<file path="src/rtl/vga_native_regfile_if.sv">
// vga_native_regfile_if: native write/read bus between the AXI-Lite slave FSM and the register bank
// master: FSM side, drives strobes/addresses/write data and receives read data
// slave : register bank side
interface vga_native_regfile_if #(
  parameter int DATA_WIDTH = 32,
  parameter int ADDR_WIDTH = 4
);
  logic                  write_en_i;
  logic [ADDR_WIDTH-1:0] addr_write_i;
  logic [DATA_WIDTH-1:0] data_i;
  logic                  read_en_sync_i;
  logic [ADDR_WIDTH-1:0] addr_read_i;
  logic [DATA_WIDTH-1:0] data_o;
  modport master (
    output write_en_i, addr_write_i, data_i, read_en_sync_i, addr_read_i,
    input  data_o
  );
  modport slave (
    input  write_en_i, addr_write_i, data_i, read_en_sync_i, addr_read_i,
    output data_o
  );
endinterface

</file>
<file path="src/rtl/vga_native_regfile.sv">
// vga_native_regfile: VGA config register bank with frame-aligned shadow commit, sticky frame IRQ and frame counter
// clk_i, arst_n_i        : clock, async active-low reset
// bus (slave)            : write strobe/addr/data, read strobe/addr, read data (1 clk latency)
// frame_start_i          : 1-cycle frame start pulse from VGA timing
// vga_en_o/pattern_en_o  : active CTRL[0]/CTRL[1]
// bg_color_o             : active BG_COLOR[11:0]
// irq_o                  : registered IRQ_STATUS[0] & IRQ_EN[0]
module vga_native_regfile #(
  parameter int DATA_WIDTH = 32,
  parameter int ADDR_WIDTH = 4
) (
  input  logic                  clk_i,
  input  logic                  arst_n_i,
  vga_native_regfile_if.slave   bus,
  input  logic                  frame_start_i,
  output logic                  vga_en_o,
  output logic                  pattern_en_o,
  output logic [11:0]           bg_color_o,
  output logic                  irq_o
);
  logic [1:0]            r_ctrl_sh, r_ctrl_act;
  logic [11:0]           r_bg_sh, r_bg_act;
  logic                  r_irq_stat, r_irq_en, r_irq;
  logic [DATA_WIDTH-1:0] r_frame_cnt, r_scratch, r_data;
  logic                  r_cfg_wr;
  logic                  w_wr_ctrl, w_wr_bg, w_wr_stat, w_wr_en, w_wr_scr, w_commit;
  logic [DATA_WIDTH-1:0] w_rd;

  assign w_wr_ctrl = bus.write_en_i && bus.addr_write_i == ADDR_WIDTH'(0);
  assign w_wr_bg   = bus.write_en_i && bus.addr_write_i == ADDR_WIDTH'(1);
  assign w_wr_stat = bus.write_en_i && bus.addr_write_i == ADDR_WIDTH'(2);
  assign w_wr_en   = bus.write_en_i && bus.addr_write_i == ADDR_WIDTH'(3);
  assign w_wr_scr  = bus.write_en_i && bus.addr_write_i == ADDR_WIDTH'(5);
  // While the display is off, a config write is pushed to the outputs the
  // following edge so the very first enable does not wait for a frame.
  assign w_commit  = frame_start_i || (r_cfg_wr && !r_ctrl_act[0]);

  // Read mux samples pre-edge state, so same-edge writes/increments are not seen.
  always_comb begin
    w_rd = (bus.addr_read_i == ADDR_WIDTH'(0)) ? DATA_WIDTH'(r_ctrl_sh) :
           (bus.addr_read_i == ADDR_WIDTH'(1)) ? DATA_WIDTH'(r_bg_sh) :
           (bus.addr_read_i == ADDR_WIDTH'(2)) ? DATA_WIDTH'(r_irq_stat) :
           (bus.addr_read_i == ADDR_WIDTH'(3)) ? DATA_WIDTH'(r_irq_en) :
           (bus.addr_read_i == ADDR_WIDTH'(4)) ? r_frame_cnt :
           (bus.addr_read_i == ADDR_WIDTH'(5)) ? r_scratch : '0;
  end

  always_ff @(posedge clk_i or negedge arst_n_i) begin
    if (!arst_n_i) begin
      r_ctrl_sh   <= '0;
      r_ctrl_act  <= '0;
      r_bg_sh     <= '0;
      r_bg_act    <= '0;
      r_irq_stat  <= 1'b0;
      r_irq_en    <= 1'b0;
      r_irq       <= 1'b0;
      r_frame_cnt <= '0;
      r_scratch   <= '0;
      r_data      <= '0;
      r_cfg_wr    <= 1'b0;
    end else begin
      if (w_wr_ctrl) r_ctrl_sh <= bus.data_i[1:0];
      if (w_wr_bg) r_bg_sh <= bus.data_i[11:0];
      if (w_wr_en) r_irq_en <= bus.data_i[0];
      if (w_wr_scr) r_scratch <= bus.data_i;
      r_cfg_wr <= w_wr_ctrl || w_wr_bg;
      if (w_commit) begin
        r_ctrl_act <= r_ctrl_sh;
        r_bg_act   <= r_bg_sh;
      end
      // Frame-done set has priority over a W1C on the same edge.
      r_irq_stat <= frame_start_i || (r_irq_stat && !(w_wr_stat && bus.data_i[0]));
      r_irq      <= r_irq_stat && r_irq_en;
      if (frame_start_i) r_frame_cnt <= r_frame_cnt + 1'b1;
      if (bus.read_en_sync_i) r_data <= w_rd;
    end
  end

  assign bus.data_o   = r_data;
  assign vga_en_o     = r_ctrl_act[0];
  assign pattern_en_o = r_ctrl_act[1];
  assign bg_color_o   = r_bg_act;
  assign irq_o        = r_irq;
endmodule

</file>
<file path="src/flat_wrapper.sv">
// flat-port wrapper written by rule: the top's interface ports become plain ports
module vga_native_regfile_flat 
#(
  parameter int DATA_WIDTH = 32,
  parameter int ADDR_WIDTH = 4
)
  (clk_i, arst_n_i, frame_start_i, vga_en_o, pattern_en_o, bg_color_o, irq_o, bus_write_en_i, bus_addr_write_i, bus_data_i, bus_read_en_sync_i, bus_addr_read_i, bus_data_o);
  vga_native_regfile_if #(.DATA_WIDTH(DATA_WIDTH), .ADDR_WIDTH(ADDR_WIDTH)) bus_i ();
  input  logic clk_i;
  input  logic arst_n_i;
  input  logic frame_start_i;
  output logic vga_en_o;
  output logic pattern_en_o;
  output logic [11:0] bg_color_o;
  output logic irq_o;
  input wire logic [$bits(bus_i.write_en_i)-1:0] bus_write_en_i;
  input wire logic [$bits(bus_i.addr_write_i)-1:0] bus_addr_write_i;
  input wire logic [$bits(bus_i.data_i)-1:0] bus_data_i;
  input wire logic [$bits(bus_i.read_en_sync_i)-1:0] bus_read_en_sync_i;
  input wire logic [$bits(bus_i.addr_read_i)-1:0] bus_addr_read_i;
  output wire logic [$bits(bus_i.data_o)-1:0] bus_data_o;
  assign bus_i.write_en_i = bus_write_en_i;
  assign bus_i.addr_write_i = bus_addr_write_i;
  assign bus_i.data_i = bus_data_i;
  assign bus_i.read_en_sync_i = bus_read_en_sync_i;
  assign bus_i.addr_read_i = bus_addr_read_i;
  assign bus_data_o = bus_i.data_o;
  vga_native_regfile #(.DATA_WIDTH(DATA_WIDTH), .ADDR_WIDTH(ADDR_WIDTH)) u_core (.clk_i(clk_i), .arst_n_i(arst_n_i), .bus(bus_i), .frame_start_i(frame_start_i), .vga_en_o(vga_en_o), .pattern_en_o(pattern_en_o), .bg_color_o(bg_color_o), .irq_o(irq_o));
endmodule
</file>
<file path="config.mk">
export PLATFORM = sky130hd
export DESIGN_NAME = vga_native_regfile_flat
export DESIGN_NICKNAME = d
export VERILOG_FILES = /design/src/rtl/vga_native_regfile_if.sv /design/src/rtl/vga_native_regfile.sv /design/src/flat_wrapper.sv
export SDC_FILE = /design/constraint.sdc
export NUM_CORES = 1
export LEC_CHECK = 0
export CAP_MARGIN = 15
export CORE_ASPECT_RATIO = 0.8
export CORE_MARGIN = 3
export CORE_UTILIZATION = 50
export CTS_CLUSTER_DIAMETER = 120
export CTS_CLUSTER_SIZE = 28
export DETAILED_ROUTE_END_ITERATION = 7
export PLACE_DENSITY = 0.82
export SLEW_MARGIN = 20
export SYNTH_ARGS = -nofsm -noshare
export SYNTH_HDL_FRONTEND = slang
export SYNTH_SLANG_ARGS = --single-unit
</file>
<file path="constraint.sdc">
create_clock -name clk_i -period 3.64 [get_ports clk_i]
set_clock_uncertainty 0.1 [all_clocks]
set_input_delay 0.546 -clock clk_i [delete_from_list [all_inputs] [get_ports clk_i]]
set_output_delay 0.546 -clock clk_i [all_outputs]
set_load 0.01 [all_outputs]
</file>
==> results of run 1 <==
where the power goes:
group	switching, mW	internal (mW)	leakage (nW)
Combinational	0.242	0.384	1.17
Clock	0.577	1.07	0.297
Sequential	0.172	1.65	1.64
sequential cells by signal, summed over array words and instances (netlist names):
signal and flops:
u_core.bus.data_o 32, u_core.r_frame_cnt 32, u_core.r_scratch 32, u_core.bg_color_o 12, u_core.r_bg_sh 12, u_core.r_ctrl_act 2
u_core.r_ctrl_sh 2, u_core.irq_o 1, u_core.r_cfg_wr 1, u_core.r_irq_en 1, u_core.r_irq_stat 1
synth_stat cells, types with 2 or more instances:
cell / n / area (um^2)
o22ai_1: 10 / 62.6
dfrtp_1: 128 / 3200
xnor2_1: 15 / 131
mux2_1: 3 / 33.8
mux4_2: 2 / 45.0
nor4_2: 3 / 37.5
nand2_1: 16 / 60.1
or3_1: 2 / 12.5
buf_2: 8 / 40.0
clkbuf_1: 10 / 37.5
nor4_1: 3 / 18.8
o21ai_0: 24 / 120
a21oi_1: 2 / 10.0
a22oi_1: 11 / 82.6
nand4_1: 8 / 50.1
mux2_2: 87 / 980
and4_1: 4 / 35.0
xor2_1: 16 / 140
nand3_1: 29 / 145
nor3_1: 12 / 60.1
and2_1: 2 / 12.5
buf_1: 5 / 18.8
nor2_1: 8 / 30.0
inv_1: 36 / 135
logic make-up (layout without fill, tap and decap cells):
group / Yosys count / count (layout) / synth area share (%)
flip-flops: 128 / 128 / 57.2
XOR/XNOR: 31 / 31 / 4.85
multiplexers: 92 / 92 / 18.9
adder cells (fa/ha/maj): 1 / 1 / 0.223
AND/OR/NAND/NOR: 92 / 92 / 9.12
buffers and inverters: 60 / 165 / 4.34
AO/OA/AOI/OAI: 49 / 49 / 5.34
worst paths after layout:
kind                                   startpoint                      to  slack (ns)  cells past startpoint
min                        u_core.r_frame_cnt[31]  u_core.r_frame_cnt[31]        0.38                      1
max in group asynchronous                arst_n_i   u_core.bus.data_o[13]        2.16                      3
min in group asynchronous                arst_n_i    u_core.bg_color_o[2]        0.44                      2
max                                 frame_start_i  u_core.r_frame_cnt[25]        1.28                      5
min reg2reg                u_core.r_frame_cnt[31]  u_core.r_frame_cnt[31]        0.38                      1
max reg2reg                 u_core.r_frame_cnt[1]  u_core.r_frame_cnt[30]        1.55                      5
metrics by stage:
stage	power [mW]	cell area (um^2)	hold slack [ns]	worst slack [ns]	cells
2_1_floorplan	2.14	5600	0.150	1.70	453
3_3_place_gp	2.42	6630	0.310	0.992	667
3_5_place_dp	2.46	6630	0.317	0.919	667
4_1_cts	4.12	7230	0.380	1.29	698
5_1_grt	4.29	7230	0.408	1.19	698
6_report	4.10	7230	0.376	1.28	698
final cells by class:
type	instances	share of cell area [%]
Sequential cell	128	44.3
Multi-Input combinational cell	265	29.8
Timing Repair Buffer	99	13.5
Clock buffer	25	7.41
Tap cell	140	2.42
Inverter	36	1.87
Clock inverter	5	0.692
critical path: cells and delay by family:
family,cells,cell delay [ns]
XOR/XNOR,1,0.23
buffers and inverters,1,0.71
AND/OR/NAND/NOR,3,1.08
per-layer routing:
metal / up-vias / wire [um] / GRT usage [%]
met2: 108 / 6130 / 34.1
met3: 10 / 708 / 6.94
li1: 1782 / - / -
met4: 0 / 87 / 4.72
met5: - / 0 / 0
met1: 1992 / 6070 / 30.2
==> flow_metrics.env, run 1 <==
export IMPL_cts_tree="done"
export IMPL_multi_input_area_um2=2160
export IMPL_layout_drive_gt1_share_pct=24.4
export IMPL_routedWlPerCell_um=18.6
export IMPL_powerDensity_nw_per_um2=567
export IMPL_fmax_ghz=0.423
export IMPL_fp_row_count=33
export IMPL_syn_cell_area_um2=5600
export IMPL_vdd_ir_drop_max_mv=0.334
export IMPL_gp_congestion=0.852
export IMPL_numClockSinks=128
export IMPL_slowest_delay_ns=0.71
export IMPL_htreeDepth=4
export IMPL_finalSetupViolCount=0
export IMPL_die_y_um=101
export IMPL_slew_headroom_pct=39.9
export IMPL_syn_inst=453
export IMPL_hp_class="flop to flop"
export IMPL_worstPathRequired_ns=3.85
export IMPL_final_common_cell="dfrtp_1"
export IMPL_route_vias_total=3892
export IMPL_start_util_pct=53.0
export IMPL_fin_crit_sh_pct=64.9
export IMPL_tightest_slew_ns=0.902
export IMPL_outcome="complete, no violations"
export IMPL_hold_violations=0
export IMPL_cp_end_kind="flop"
export IMPL_cts_clk_slew_worst_paths_ns=0.05
export IMPL_cts_inserted_buffers=17
export IMPL_cp_start_kind="input port"
export IMPL_cap_violations=0
export IMPL_final_cell_mix="dfrtp_1, clkdlybuf4s50_1, mux2_2"
export IMPL_postRouteAntennaNets=0
export IMPL_die_w_um=124
export IMPL_core_area_um2=10600
export IMPL_maxSlewViolCount=0
export IMPL_drtIter0Drc=246
export IMPL_crit_path_cell_trace="clkdlybuf4s50_1 -> nand4_1 -> or3_1 -> nor3_1 -> xor2_1"
export IMPL_fillers=732
export IMPL_area_growth_pct=29.1
export IMPL_firstDrtPassIters=6
export IMPL_io_pins=92
export IMPL_ys_ff_latch=128
export IMPL_antenna_cells=0
export IMPL_rsz0062_at_grt="false"
export IMPL_drcViolationCount=0
export IMPL_die_area_um2=12500
export IMPL_grt_pass1_wl_um=21500
export IMPL_port_buffers=91
export IMPL_cts_buffer_depth=2
export IMPL_synth_edf_count=0
export IMPL_ys_async_sr_fraction_pct=100
export IMPL_ys_flop_type="dfrtp_1"
export IMPL_avgSynthCellArea_um2=12.4
export IMPL_cts_setup_buffers=0
export IMPL_avgViaCountPerCell=5.58
export IMPL_root_buffer="clkbuf_16"
export IMPL_ys_seq_area_share_pct=57.2
export IMPL_critPathArrivalTime_ns=2.57
export IMPL_grt_pass1_vias=4081
export IMPL_nNetsFinal=593
export IMPL_grt_max_degree=115
export IMPL_regArea_um2=3200
export IMPL_clock_latency_ns=0.40
export IMPL_yosysWarnings=0
export IMPL_post_cts_resized=0
export IMPL_totalWireLength_um=13000
export IMPL_grt_usage_pct=21.8
export IMPL_fin_util_pct=68.4
export IMPL_hold_buffers=1
export IMPL_grt_antenna_before_repair=0
export IMPL_min_period_ns=2.36
export IMPL_hpwlAfterDp_um=8130
export IMPL_path_class="input port to flop"
export IMPL_crit_slowest_cell="clkdlybuf4s50_1"
export IMPL_p_leak_nw=3.11
export IMPL_synthDistinctLibCells=33
export IMPL_synth_nets=499
export IMPL_crit_fanout=9
export IMPL_grt_remaining_overflow=0
export IMPL_fin_tns_setup_ns=0
Power figures use the tool's default switching activity.
==> run 2, diff against run 1 <==
Settings changed: CORE_UTILIZATION 50 to 48.
Clock period 3.64 ns to 2.1 ns, I/O delays scaled along.
==> flow_metrics.env, run 2 (synthesis results as in run 1) <==
export IMPL_cts_clk_slew_worst_paths_ns=0.06
export IMPL_fmax_ghz=0.515
export IMPL_start_util_pct=50.2
export IMPL_cts_tree="done"
export IMPL_postRouteAntennaNets=0
export IMPL_clock_latency_ns=0.41
export IMPL_cp_end_kind="flop"
export IMPL_crit_buf_inv=0
export IMPL_finalSetupViolCount=0
export IMPL_grt_usage_pct=21.5
export IMPL_cts_buffer_depth=2
export IMPL_min_period_ns=1.94
export IMPL_powerDensity_nw_per_um2=964
export IMPL_numClockSinks=128
export IMPL_layout_drive_gt1_share_pct=26.6
export IMPL_route_vias_total=3907
export IMPL_firstDrtPassIters=5
export IMPL_core_area_um2=11100
export IMPL_final_cell_mix="dfrtp_1, clkdlybuf4s50_1, mux2_2"
export IMPL_antenna_cells=0
export IMPL_slowest_delay_ns=0.51
export IMPL_maxSlewViolCount=0
export IMPL_dp_slack_ns=-0.0417
export IMPL_drcViolationCount=0
export IMPL_grt_pass1_vias=4279
export IMPL_hold_path_depth=2
export IMPL_cp_start_kind="flop"
export IMPL_critPathTopFamily="simple AND/OR/NAND/NOR gates"
export IMPL_area_growth_pct=32.0
export IMPL_avgViaCountPerCell=5.43
export IMPL_hp_class="input port to flop"
export IMPL_routedWlPerCell_um=18.0
export IMPL_outcome="complete, no violations"
export IMPL_cap_violations=0
export IMPL_r2r_end="u_core.r_frame_cnt[30]"
export IMPL_die_y_um=103
export IMPL_r2r_start="u_core.r_frame_cnt[1]"
export IMPL_hpwlAfterDp_um=8630
export IMPL_root_buffer="clkbuf_16"
export IMPL_stdcell_count=720
export IMPL_vdd_ir_drop_max_mv=0.604
export IMPL_cts_inserted_buffers=17
export IMPL_fin_tns_setup_ns=0
export IMPL_port_buffers=91
export IMPL_fin_ws_ns=0.159
export IMPL_p_leak_nw=3.18
export IMPL_grt_max_degree=42
export IMPL_nNetsFinal=609
export IMPL_critPathArrivalTime_ns=2.17
export IMPL_final_common_cell="dfrtp_1"
export IMPL_grt_remaining_overflow=0
export IMPL_crit_slowest_cell="or3_1"
export IMPL_slew_headroom_pct=62.5
export IMPL_grt_pass1_wl_um=21800
export IMPL_crit_path_cell_trace="ha_1 -> nand3_1 -> or3_1 -> nor4_2 -> xor2_1"
export IMPL_reg2reg_depth=5
export IMPL_gp_congestion=0.822
export IMPL_tightest_slew_ns=0.562
export IMPL_min_from="bus_read_en_sync_i"
export IMPL_min_to="u_core.bus.data_o[12]"
export IMPL_ff2ff_setup_slack_ns=0.16
export IMPL_fin_crit_sh_pct=92.4
export IMPL_drtIter0Drc=250
export IMPL_fp_row_count=34
export IMPL_die_area_um2=13000
export IMPL_crit_fanout=6
export IMPL_rsz0062_at_grt="false"
export IMPL_totalWireLength_um=12900
export IMPL_hold_violations=0
export IMPL_worstPathRequired_ns=2.33
export IMPL_grt_antenna_before_repair=0
export IMPL_place_inst=687
export IMPL_die_w_um=127
export IMPL_io_pins=92
export IMPL_path_class="flop to flop"
export IMPL_htreeDepth=4
## run 2: cell types whose count changed in the layout (fill, tap and decap cells not counted)
cell / change
clkinvlp_4: +3
clkbuf_1: +1
bufinv_16: +1
buf_4: +12
clkbuf_8: -8
buf_12: +4
clkinv_4: +3
clkinv_2: +1
inv_6: +1
## run 2: through the flow
stage	hold WS [ns]	power (mW)	area (um^2)	utilization, %
floorplan	-0.0806	3.71	5600	-
global placement	0.236	4.25	6810	61.1
detailed placement	0.240	4.32	6810	61.1
CTS	0.269	7.17	7390	66.3
global route	0.286	7.44	7390	66.3
finish	0.299	7.13	7390	66.3
## run 2: cell type report
cell class,count,area [um^2]
inverter,36,135
multi-input combinational,265,2160
clock inverter,14,143
sequential,128,3200
tap,144,180
fill,817,3750
clock buffer,18,429
timing repair buffer,115,1140
## run 2: per-layer routing
metal	GRT usage [%]	wire [um]	vias to the layer above
li1	-	-	1815
met1	29.3	6120	1971
met2	34.0	5970	108
met3	6.63	720	13
met4	5.52	135	0
met5	0	0	-
## run 2: power breakdown
group          internal, mW  total, mW  switching [mW]
clock network          1.74       2.83            1.09
logic                 0.707       1.16           0.453
registers              2.86       3.14           0.280
## run 2: timing repair
item | CTS | global route
buffers inserted | 0 | 0
endpoints found under the hold margin | 36 | 0
hold buffers | 1 | 0
resized for setup | 0 | 0
## run 2: worst max path at each step
stage / startpoint / end / slack [ns] / cells past startpoint
after floorplan: u_core.r_frame_cnt[0] / u_core.r_frame_cnt[30] / 0.32 / 6
after global placement: frame_start_i / u_core.r_frame_cnt[30] / 0.03 / 5
after detailed placement: frame_start_i / u_core.r_frame_cnt[30] / -0.04 / 5
after CTS: u_core.r_frame_cnt[1] / u_core.r_frame_cnt[30] / 0.15 / 5
after global routing: u_core.r_frame_cnt[1] / u_core.r_frame_cnt[30] / 0.01 / 5
final: u_core.r_frame_cnt[1] / u_core.r_frame_cnt[30] / 0.16 / 5
## run 2: worst reg2reg max path: cells and delay by family (launching register included)
family / cells / cell delay [ns]
flops: 1 / 0.42
xor+xnor: 1 / 0.18
fa+ha+maj: 1 / 0.22
simple gates: 3 / 0.95
==> run 3, diff against run 2 <==
Settings changed: ABC_AREA set to 1, CORE_UTILIZATION 48 to 49.
==> flow_metrics.env, run 3 <==
export IMPL_die_y_um=106
export IMPL_cp_end_kind="flop"
export IMPL_die_area_um2=13900
export IMPL_p_comb_share_pct=14.6
export IMPL_cp_start_kind="flop"
export IMPL_firstDrtPassIters=5
export IMPL_fin_tns_setup_ns=0
export IMPL_hold_violations=0
export IMPL_grt_max_degree=57
export IMPL_synth_nets=791
export IMPL_die_w_um=131
export IMPL_nNetsFinal=898
export IMPL_fp_row_count=35
export IMPL_grt_pass1_vias=5390
export IMPL_avgSynthCellArea_um2=8.25
export IMPL_numClockSinks=128
export IMPL_p_sw_share_pct=27.2
export IMPL_vdd_ir_drop_max_mv=0.786
export IMPL_routedWlPerCell_um=15.5
export IMPL_critPathLaunch="u_core.r_frame_cnt[0]"
export IMPL_reg2reg_depth=8
export IMPL_crit_end="u_core.r_frame_cnt[20]"
export IMPL_maxSlewViolCount=0
export IMPL_yosysWarnings=0
export IMPL_synth_top_cells_by_count="nand2_1, dfrtp_1, inv_1"
export IMPL_htreeDepth=4
export IMPL_finalSetupViolCount=0
export IMPL_path_class="flop to flop"
export IMPL_core_area_um2=11900
export IMPL_antenna_cells=0
export IMPL_cts_buffer_depth=2
export IMPL_fin_crit_sh_pct=91.6
export IMPL_tightest_slew_ns=0.453
export IMPL_synth_edf_count=0
export IMPL_cap_violations=0
export IMPL_totalWireLength_um=16000
export IMPL_route_vias_total=5358
export IMPL_area_growth_pct=29.9
export IMPL_root_buffer="clkbuf_16"
export IMPL_powerDensity_nw_per_um2=922
export IMPL_drtIter0Drc=512
export IMPL_ys_seq_area_share_pct=52.1
export IMPL_r2r_start="u_core.r_frame_cnt[0]"
export IMPL_drcViolationCount=0
export IMPL_slew_headroom_pct=69.7
export IMPL_yosys_top_cells_area="dfrtp_1, nand2_1, inv_1"
export IMPL_avgViaCountPerCell=5.20
export IMPL_p_leak_nw=3.82
export IMPL_rsz0062_at_grt="false"
export IMPL_fillers=957
export IMPL_place_inst=998
export IMPL_ys_flop_type="dfrtp_1"
export IMPL_outcome="complete, no violations"
export IMPL_clock_latency_ns=0.42
export IMPL_crit_fanout=6
export IMPL_fmax_ghz=0.520
export IMPL_yosysMostFrequentCell="nand2_1"
export IMPL_final_cell_mix="nand2_1, dfrtp_1, clkdlybuf4s50_1"
export IMPL_io_pins=92
export IMPL_stdcell_count=1031
export IMPL_min_period_ns=1.92
export IMPL_layout_drive_gt1_share_pct=12.1
export IMPL_cts_clk_slew_worst_paths_ns=0.06
export IMPL_post_cts_resized=0
export IMPL_yosys_area_top_type_share_pct=52.1
export IMPL_synthDistinctLibCells=30
export IMPL_hp_class="input port to asynchronous set/reset pin"
export IMPL_syn_inst=745
export IMPL_port_buffers=91
export IMPL_cts_tree="done"
export IMPL_pwr_share_seq_pct=42.4
export IMPL_gp_congestion=0.895
export IMPL_start_util_pct=51.8
export IMPL_ff2ff_setup_slack_ns=0.18
export IMPL_worstPathRequired_ns=2.30
export IMPL_switchingPower_mw=2.01
export IMPL_final_common_cell="nand2_1"
export IMPL_cts_inserted_buffers=17
export IMPL_syn_cell_area_um2=6150
export IMPL_synth_largest_area_cell="dfrtp_1"
export IMPL_ys_async_sr_fraction_pct=100
export IMPL_grt_pass1_wl_um=27100
export IMPL_grt_antenna_before_repair=0
export IMPL_r2r_end="u_core.r_frame_cnt[20]"
export IMPL_critPathArrivalTime_ns=2.13
export IMPL_p_int_mw=5.36
export IMPL_grt_usage_pct=24.1
export IMPL_grt_remaining_overflow=0
export IMPL_ys_ff_latch=128
export IMPL_hpwlAfterDp_um=11500
export IMPL_clkPwrFrac_pct=43.0
export IMPL_postRouteAntennaNets=0
## run 3: changes by cell type in the layout (fill, tap and decap cells not counted), sizes merged, moves of 6 or more
cell   before  now
a21oi       2   20
a22oi      11    0
inv        37   82
mux2       90   20
nand2      16  246
nand3      29   54
nor2        8   78
nor3       12    0
nor4        6    0
o21ai      24   52
xnor2      15    1
## run 3: critical path, cell delays in order, from the launching register on
cell and delay, ns:
dfrtp_1 0.48, ha_1 0.34, nand3_2 0.17, nor2_4 0.19, nand3_2 0.12, nor2_4 0.18, nand3_1 0.11, nand2_1 0.07
nand2_1 0.04
## run 3: layout make-up
| class | instances | area (um^2) | share of cell area (%) |
|---|---|---|---|
| flip-flops and latches | 128 | 3200 | 40.1 |
| clock inverters | 14 | 208 | 2.60 |
| clock buffers | 18 | 429 | 5.37 |
| inverters | 79 | 297 | 3.71 |
| well taps | 166 | 208 | 2.60 |
| repair buffers | 113 | 1110 | 13.9 |
| multi-input cells | 513 | 2530 | 31.7 |
## run 3: through the flow
step                cell area (um^2)  util [%]  hold slack, ns  total power [mW]  worst slack (ns)
global route                    7990      67.3           0.334              7.68            0.0770
CTS                             7990      67.3           0.304              7.39             0.195
global placement                7340      61.9           0.191              4.19            0.0711
finish                          7990      67.3           0.299              7.36             0.177
detailed placement              7340      61.9           0.192              4.22            0.0808
floorplan                       6150         -         -0.0806              3.65             0.537
## run 3: power groups by stage
stage	sequential, mW	combinational, mW	clock [mW]
floorplan	3.09	0.559	0
global placement	3.14	1.05	0
detailed placement	3.15	1.07	0
CTS	3.11	1.09	3.19
global route	3.17	1.20	3.31
finish	3.12	1.08	3.17
## run 3: logic make-up after synthesis
family          after synthesis  synth area share, %
mux                          20                 3.66
buf+inv                     104                 6.84
xor+xnor                     15                 2.14
flops                       128                 52.1
compound gates               85                 7.24
fa+ha+maj                     1                0.203
simple gates                392                 27.8
## run 3: what timing repair did
| item | in CTS | in global routing |
|---|---|---|
| hold buffers | 1 | 0 |
| endpoints found under the setup margin | 0 | 0 |
| setup buffers | 0 | 0 |
| endpoints found under the hold margin | 30 | 0 |
## run 3: per-layer routing
layer	up-vias	routed length [um]	global-route usage, %	part of all wire [%]
li1	2581	-	-	-
met1	2582	7780	34.8	49
met2	181	6960	35.5	44
met3	14	1140	7.47	7.1
met4	0	111	6.75	0.69
met5	-	0	0	0
## run 3: worst min-delay path by stage
stage,to,slack (ns),from
2_1_floorplan,u_core.bg_color_o[0],-0.08,arst_n_i
3_3_place_gp,u_core.bus.data_o[25],0.19,arst_n_i
3_5_place_dp,u_core.bus.data_o[25],0.19,arst_n_i
4_1_cts,u_core.r_scratch[22],0.30,arst_n_i
5_1_grt,u_core.bus.data_o[28],0.33,arst_n_i
6_report,u_core.r_scratch[22],0.30,arst_n_i
